===== config.mk =====
export PLATFORM = sky130hd
export DESIGN_NAME = seq_arithmetic_unit
export DESIGN_NICKNAME = d
export VERILOG_FILES = /design/src/rtl/seq_arithmetic_unit.sv
export SDC_FILE = /design/constraint.sdc
export NUM_CORES = 1
export LEC_CHECK = 0
export BUFFER_PORTS_ARGS = -buffer_cell sky130_fd_sc_hd__buf_2
export CORE_MARGIN = 1
export CORE_UTILIZATION = 50
export DETAILED_ROUTE_END_ITERATION = 12
export HOLD_SLACK_MARGIN = 0.15
export PLACE_DENSITY_LB_ADDON = 0.05
export REMOVE_ABC_BUFFERS = 1
export SLEW_MARGIN = 20
export SYNTH_ARGS = -nofsm -noshare
export SYNTH_HDL_FRONTEND = slang
export SYNTH_SLANG_ARGS = --single-unit

===== constraint.sdc =====
create_clock -name clk -period 5.2 [get_ports clk]
set_input_delay 0.26 -clock clk [delete_from_list [all_inputs] [get_ports clk]]
set_output_delay 0.26 -clock clk [all_outputs]
set_load 0.03 [all_outputs]

===== src/rtl/seq_arithmetic_unit.sv =====
// Multi-cycle arithmetic unit: ADD/SUB/INC/DEC in one clock, MUL by shift-add and
// DIV by restoring division over WORD_SIZE iterations, with valid/ready on both sides.
module seq_arithmetic_unit #(
   parameter int WORD_SIZE   = 19,
   parameter int OPCODE_SIZE = 3
) (
   input  logic                   clk,
   input  logic                   rst,
   input  logic                   in_valid,
   output logic                   in_ready,
   input  logic [OPCODE_SIZE-1:0] opcode,
   input  logic [WORD_SIZE-1:0]   operand_1,
   input  logic [WORD_SIZE-1:0]   operand_2,
   output logic                   out_valid,
   input  logic                   out_ready,
   output logic [WORD_SIZE-1:0]   result,
   output logic [WORD_SIZE-1:0]   result_hi,
   output logic                   carry,
   output logic                   zero,
   output logic                   overflow,
   output logic                   div_by_zero,
   output logic                   illegal_op
);

   localparam int CNT_W = $clog2(WORD_SIZE + 1);
   localparam int MSB   = WORD_SIZE - 1;

   localparam logic [OPCODE_SIZE-1:0] OP_ADD = OPCODE_SIZE'(0);
   localparam logic [OPCODE_SIZE-1:0] OP_SUB = OPCODE_SIZE'(1);
   localparam logic [OPCODE_SIZE-1:0] OP_MUL = OPCODE_SIZE'(2);
   localparam logic [OPCODE_SIZE-1:0] OP_DIV = OPCODE_SIZE'(3);
   localparam logic [OPCODE_SIZE-1:0] OP_INC = OPCODE_SIZE'(4);
   localparam logic [OPCODE_SIZE-1:0] OP_DEC = OPCODE_SIZE'(5);

   localparam logic [1:0] ST_IDLE = 2'd0;
   localparam logic [1:0] ST_BUSY = 2'd1;
   localparam logic [1:0] ST_DONE = 2'd2;

   logic [1:0]             state;
   logic [CNT_W-1:0]       cnt;
   logic [OPCODE_SIZE-1:0] op_r;
   logic [WORD_SIZE-1:0]   a_r, b_r;
   logic [WORD_SIZE-1:0]   work_hi, work_lo;

   logic [WORD_SIZE:0]     mul_sum, div_shift, div_diff, ext;
   logic [WORD_SIZE-1:0]   fin_res, fin_hi;
   logic                   fin_carry, fin_zero, fin_ovf, fin_dbz, fin_ill;
   logic                   long_op;

   assign in_ready  = (state == ST_IDLE);
   assign out_valid = (state == ST_DONE);
   assign long_op   = (opcode == OP_MUL) || ((opcode == OP_DIV) && (operand_2 != '0));

   // work_hi is the running partial product / remainder; work_lo holds the
   // unconsumed multiplier bits or the dividend shifting out as quotient shifts in.
   always_comb begin
      mul_sum   = {1'b0, work_hi} + (work_lo[0] ? {1'b0, b_r} : '0);
      div_shift = {work_hi, work_lo[MSB]};
      div_diff  = div_shift - {1'b0, b_r};
   end

   always_comb begin
      ext       = '0;
      fin_res   = '0;
      fin_hi    = '0;
      fin_carry = 1'b0;
      fin_ovf   = 1'b0;
      fin_dbz   = 1'b0;
      fin_ill   = 1'b0;
      fin_zero  = 1'b0;
      case (op_r)
         OP_ADD: begin
            ext       = {1'b0, a_r} + {1'b0, b_r};
            fin_res   = ext[MSB:0];
            fin_carry = ext[WORD_SIZE];
            fin_ovf   = (a_r[MSB] == b_r[MSB]) && (ext[MSB] != a_r[MSB]);
            fin_zero  = (fin_res == '0);
         end
         OP_SUB: begin
            ext       = {1'b0, a_r} - {1'b0, b_r};
            fin_res   = ext[MSB:0];
            fin_carry = ext[WORD_SIZE];
            fin_ovf   = (a_r[MSB] != b_r[MSB]) && (ext[MSB] != a_r[MSB]);
            fin_zero  = (fin_res == '0);
         end
         OP_INC: begin
            ext       = {1'b0, a_r} + (WORD_SIZE+1)'(1);
            fin_res   = ext[MSB:0];
            fin_carry = ext[WORD_SIZE];
            fin_ovf   = ext[MSB] && !a_r[MSB];
            fin_zero  = (fin_res == '0);
         end
         OP_DEC: begin
            ext       = {1'b0, a_r} - (WORD_SIZE+1)'(1);
            fin_res   = ext[MSB:0];
            fin_carry = ext[WORD_SIZE];
            fin_ovf   = !ext[MSB] && a_r[MSB];
            fin_zero  = (fin_res == '0);
         end
         OP_MUL: begin
            fin_res  = work_lo;
            fin_hi   = work_hi;
            fin_ovf  = (work_hi != '0);
            fin_zero = (work_lo == '0) && (work_hi == '0);
         end
         OP_DIV: begin
            if (b_r == '0) begin
               fin_res = '1;
               fin_hi  = a_r;
               fin_dbz = 1'b1;
            end else begin
               fin_res  = work_lo;
               fin_hi   = work_hi;
               fin_zero = (work_lo == '0);
            end
         end
         default: fin_ill = 1'b1;
      endcase
   end

   // Every op passes through BUSY; single-cycle ops enter with cnt = 0 so
   // results always latch on the BUSY->DONE edge from registered operands.
   always_ff @(posedge clk or posedge rst) begin
      if (rst) begin
         state       <= ST_IDLE;
         cnt         <= '0;
         op_r        <= '0;
         a_r         <= '0;
         b_r         <= '0;
         work_hi     <= '0;
         work_lo     <= '0;
         result      <= '0;
         result_hi   <= '0;
         carry       <= 1'b0;
         zero        <= 1'b0;
         overflow    <= 1'b0;
         div_by_zero <= 1'b0;
         illegal_op  <= 1'b0;
      end else begin
         case (state)
            ST_IDLE: begin
               if (in_valid) begin
                  op_r    <= opcode;
                  a_r     <= operand_1;
                  b_r     <= operand_2;
                  work_hi <= '0;
                  work_lo <= operand_1;
                  cnt     <= long_op ? CNT_W'(WORD_SIZE) : '0;
                  state   <= ST_BUSY;
               end
            end
            ST_BUSY: begin
               if (cnt != '0) begin
                  cnt <= cnt - CNT_W'(1);
                  if (op_r == OP_MUL) begin
                     work_hi <= mul_sum[WORD_SIZE:1];
                     work_lo <= {mul_sum[0], work_lo[MSB:1]};
                  end else if (!div_diff[WORD_SIZE]) begin
                     work_hi <= div_diff[MSB:0];
                     work_lo <= {work_lo[MSB-1:0], 1'b1};
                  end else begin
                     work_hi <= div_shift[MSB:0];
                     work_lo <= {work_lo[MSB-1:0], 1'b0};
                  end
               end else begin
                  result      <= fin_res;
                  result_hi   <= fin_hi;
                  carry       <= fin_carry;
                  zero        <= fin_zero;
                  overflow    <= fin_ovf;
                  div_by_zero <= fin_dbz;
                  illegal_op  <= fin_ill;
                  state       <= ST_DONE;
               end
            end
            ST_DONE: begin
               if (out_ready) state <= ST_IDLE;
            end
            default: state <= ST_IDLE;
         endcase
      end
   end

endmodule


==> flow_summary.json <==
{
  "status": "complete, no violations",
  "synth-seq-cells": 129,
  "skew_ps": 17.7,
  "worst_path_most_repeated_cell": "o21ai_0",
  "start_util": 0.510,
  "post-dp-hpwl_mm": 32.4,
  "max_freq_ghz": 0.255,
  "grt_usage": 0.370,
  "place.gp.congestion": 0.985,
  "path_class": "reg -> reg",
  "r2r_cells": 10,
  "cp.arrival_ps": 4240,
  "grt.overflow.total": 0,
  "htreeDepth": 4,
  "top_layer": "met4",
  "route.detailed.drc": 0,
  "synth-edff-count": 0,
  "layout-drive-gt1-share": 0.113,
  "port-buffer-count": 89,
  "dieWidth_um": 154,
  "cp_num_buf_inv": 0,
  "fp.dieH_um": 154,
  "syn2layout_area_growth_pct": 13.9,
  "cp.required_ps": 5520,
  "cts-buffers-inserted": 17,
  "cp-start-kind": "flop",
  "dieArea_mm2": 0.0236,
  "cts_buffer_depth": 2,
  "path_max_fanout": 17,
  "antenna_found_initial": 0,
  "wirelength_mm": 43.3,
  "min_from": "operand_1[0]",
  "grt_max_degree": 75,
  "fillerInstances": 2158,
  "drt_iter0_drc": 1190,
  "cp_cell_sequence": "ha_1 -> o21ai_0 -> a21oi_1 -> nor2_1 -> nor3_1 -> o21ai_0 -> or4_1 -> nor4b_1 -> nand4_1 -> o31ai_1",
  "clockRootBuffer": "clkbuf_16",
  "fp-row-count": 55,
  "viasPerCell": 6.28,
  "final_antenna_net_count": 0,
  "fin_nets": 1685,
  "cp_slowest_cell": "ha_1",
  "critPathTopFamily": "simple AND/OR/NAND/NOR gates",
  "max_cap_violations": 0,
  "grt_pass1_wl_mm": 66.0,
  "tightestPinTransition_ps": 1050,
  "final_common_cell": "nand2_1",
  "met2_length_mm": 19.4,
  "syn_area_per_cell_um2": 7.83,
  "slowest_delay_ps": 650,
  "finalSetupTns_ps": 0,
  "regToRegEndpoint": "zero",
  "synth-main-ff-cell": "dfrtp_1",
  "drv_slew": 0,
  "drt-met1-wl_mm": 19.0,
  "core_area_mm2": 0.0226,
  "setup-violations-final": 0,
  "synth_warnings": 0,
  "grt_pass1_vias": 10700,
  "pin_count": 90,
  "clk_latency_ps": 440,
  "syn_area_mm2": 0.0115,
  "cts.sinks": 129,
  "rrSetupSlack_ps": 1280,
  "synthCells": 1470,
  "r2r_start": "a_r[2]",
  "cts_tree": "built",
  "endpoint_kind": "flop",
  "cts-resized-gates": 0,
  "num_antenna_cells": 0,
  "yosysSeqAreaShare": 0.281,
  "synth_cell_types": 85,
  "async_flop_share": 1.00,
  "clk_pin_slew_ps": 80,
  "final-hold-violation-count": 0,
  "layout.cells.most_common_list": "nand2_1, o21ai_0, dfrtp_1",
  "firstDrtPassIters": 6,
  "min_path_type": "in -> reg",
  "wl_met3_mm": 3.45,
  "holdPathEnd": "a_r[0]",
  "min_period_over_period": 0.753,
  "fin_crit_ps": 3920,
  "vias": 11600,
  "final_util": 0.581,
  "slew_headroom": 0.297,
  "rsz0062_at_grt": "false",
  "crit_cells": 10,
  "wl_per_cell_um": 23.4,
  "holdPathStages": 3
}
## cell usage after synthesis, types with 6 or more instances
cell | n | area [um^2]
a21oi_1 | 107 | 536
o21a_1 | 10 | 75.1
o21ai_0 | 156 | 781
a21o_1 | 23 | 173
or3_1 | 8 | 50.1
o211ai_1 | 10 | 75.1
a22o_1 | 10 | 87.6
o21bai_1 | 9 | 67.6
nor4_1 | 26 | 163
nand3_1 | 27 | 135
xor2_1 | 22 | 193
inv_1 | 56 | 210
nand2_1 | 234 | 878
dfrtp_1 | 129 | 3230
a22oi_1 | 7 | 52.6
ha_1 | 85 | 1060
xnor2_1 | 61 | 534
o31ai_1 | 13 | 97.6
o22ai_1 | 6 | 37.5
or4_1 | 6 | 45.0
nor3_1 | 33 | 165
or2_2 | 6 | 37.5
and2_1 | 28 | 175
a211oi_1 | 11 | 82.6
nand2b_1 | 12 | 75.1
a221oi_1 | 10 | 87.6
clkbuf_1 | 67 | 251
buf_2 | 13 | 65.1
o221ai_1 | 10 | 87.6
and3_1 | 11 | 68.8
nor2b_1 | 21 | 131
mux2i_1 | 37 | 370
nand4_1 | 14 | 87.6
a31oi_1 | 13 | 81.3
nor2_1 | 83 | 312
## cell families (layout without fill, tap and decap cells)
family                   after synthesis  in the layout  share of synthesized area
XOR/XNOR                              83             83                     0.0632
flip-flops                           129            129                      0.281
adder cells (fa/ha/maj)               89             89                     0.0994
AND/OR/NAND/NOR                      533            533                      0.223
AO/OA/AOI/OAI                        448            448                      0.246
buffers and inverters                149            243                     0.0538
multiplexers                          39             39                     0.0341
## worst max-delay path by stage
stage	from	to
2_1_floorplan	state[0]	cnt[4]
3_3_place_gp	a_r[10]	zero
3_5_place_dp	a_r[10]	zero
4_1_cts	a_r[10]	zero
5_1_grt	a_r[0]	zero
6_report	a_r[2]	zero
## what timing repair did
item,CTS,global route
buffers inserted,0,0
hold endpoints to repair,123,0
hold buffers,42,0
## flip-flops by register name (all words and copies together) (netlist names)
| name | cells |
|---|---|
| a_r | 19 |
| b_r | 19 |
| result | 19 |
| result_hi | 19 |
| work_hi | 19 |
| work_lo | 19 |
| cnt | 5 |
| op_r | 3 |
| state | 2 |
| carry | 1 |
| div_by_zero | 1 |
| illegal_op | 1 |
| overflow | 1 |
| zero | 1 |
## metal layers
metal / vias to the layer above / track usage
li1: 5431 / -
met1: 5531 / 0.513
met2: 558 / 0.579
met3: 89 / 0.0645
met4: 0 / 0.130
met5: - / 0
## through the flow
stage	area, um^2	hold slack [ps]	setup WS [ps]	instances
2_1_floorplan	11100	365	1200	1380
3_3_place_gp	12100	428	1500	1775
3_5_place_dp	12100	433	1400	1775
4_1_cts	13100	176	1370	1849
5_1_grt	13100	257	1020	1849
6_report	13100	211	1280	1849
## worst reg2reg max path, delay by kind of cell (launching register included)
kind | cells | cell delay, ps
adder cells (fa/ha/maj) | 1 | 650
AO/OA/AOI/OAI | 4 | 1070
AND/OR/NAND/NOR | 5 | 1440
flip-flops | 1 | 630
## final cells by class
| class | count | area, um^2 | share of cell area |
|---|---|---|---|
| flip-flops and latches | 129 | 3230 | 0.246 |
| repair buffers | 152 | 1020 | 0.0781 |
| clock inverters | 15 | 161 | 0.0123 |
| inverters | 59 | 229 | 0.0175 |
| multi-input cells | 1192 | 7680 | 0.586 |
| well taps | 285 | 357 | 0.0272 |
| clock buffers | 17 | 425 | 0.0325 |
Power is not shown: default switching activity piles up to over one toggle a cycle in this logic, so the estimate is an artifact.
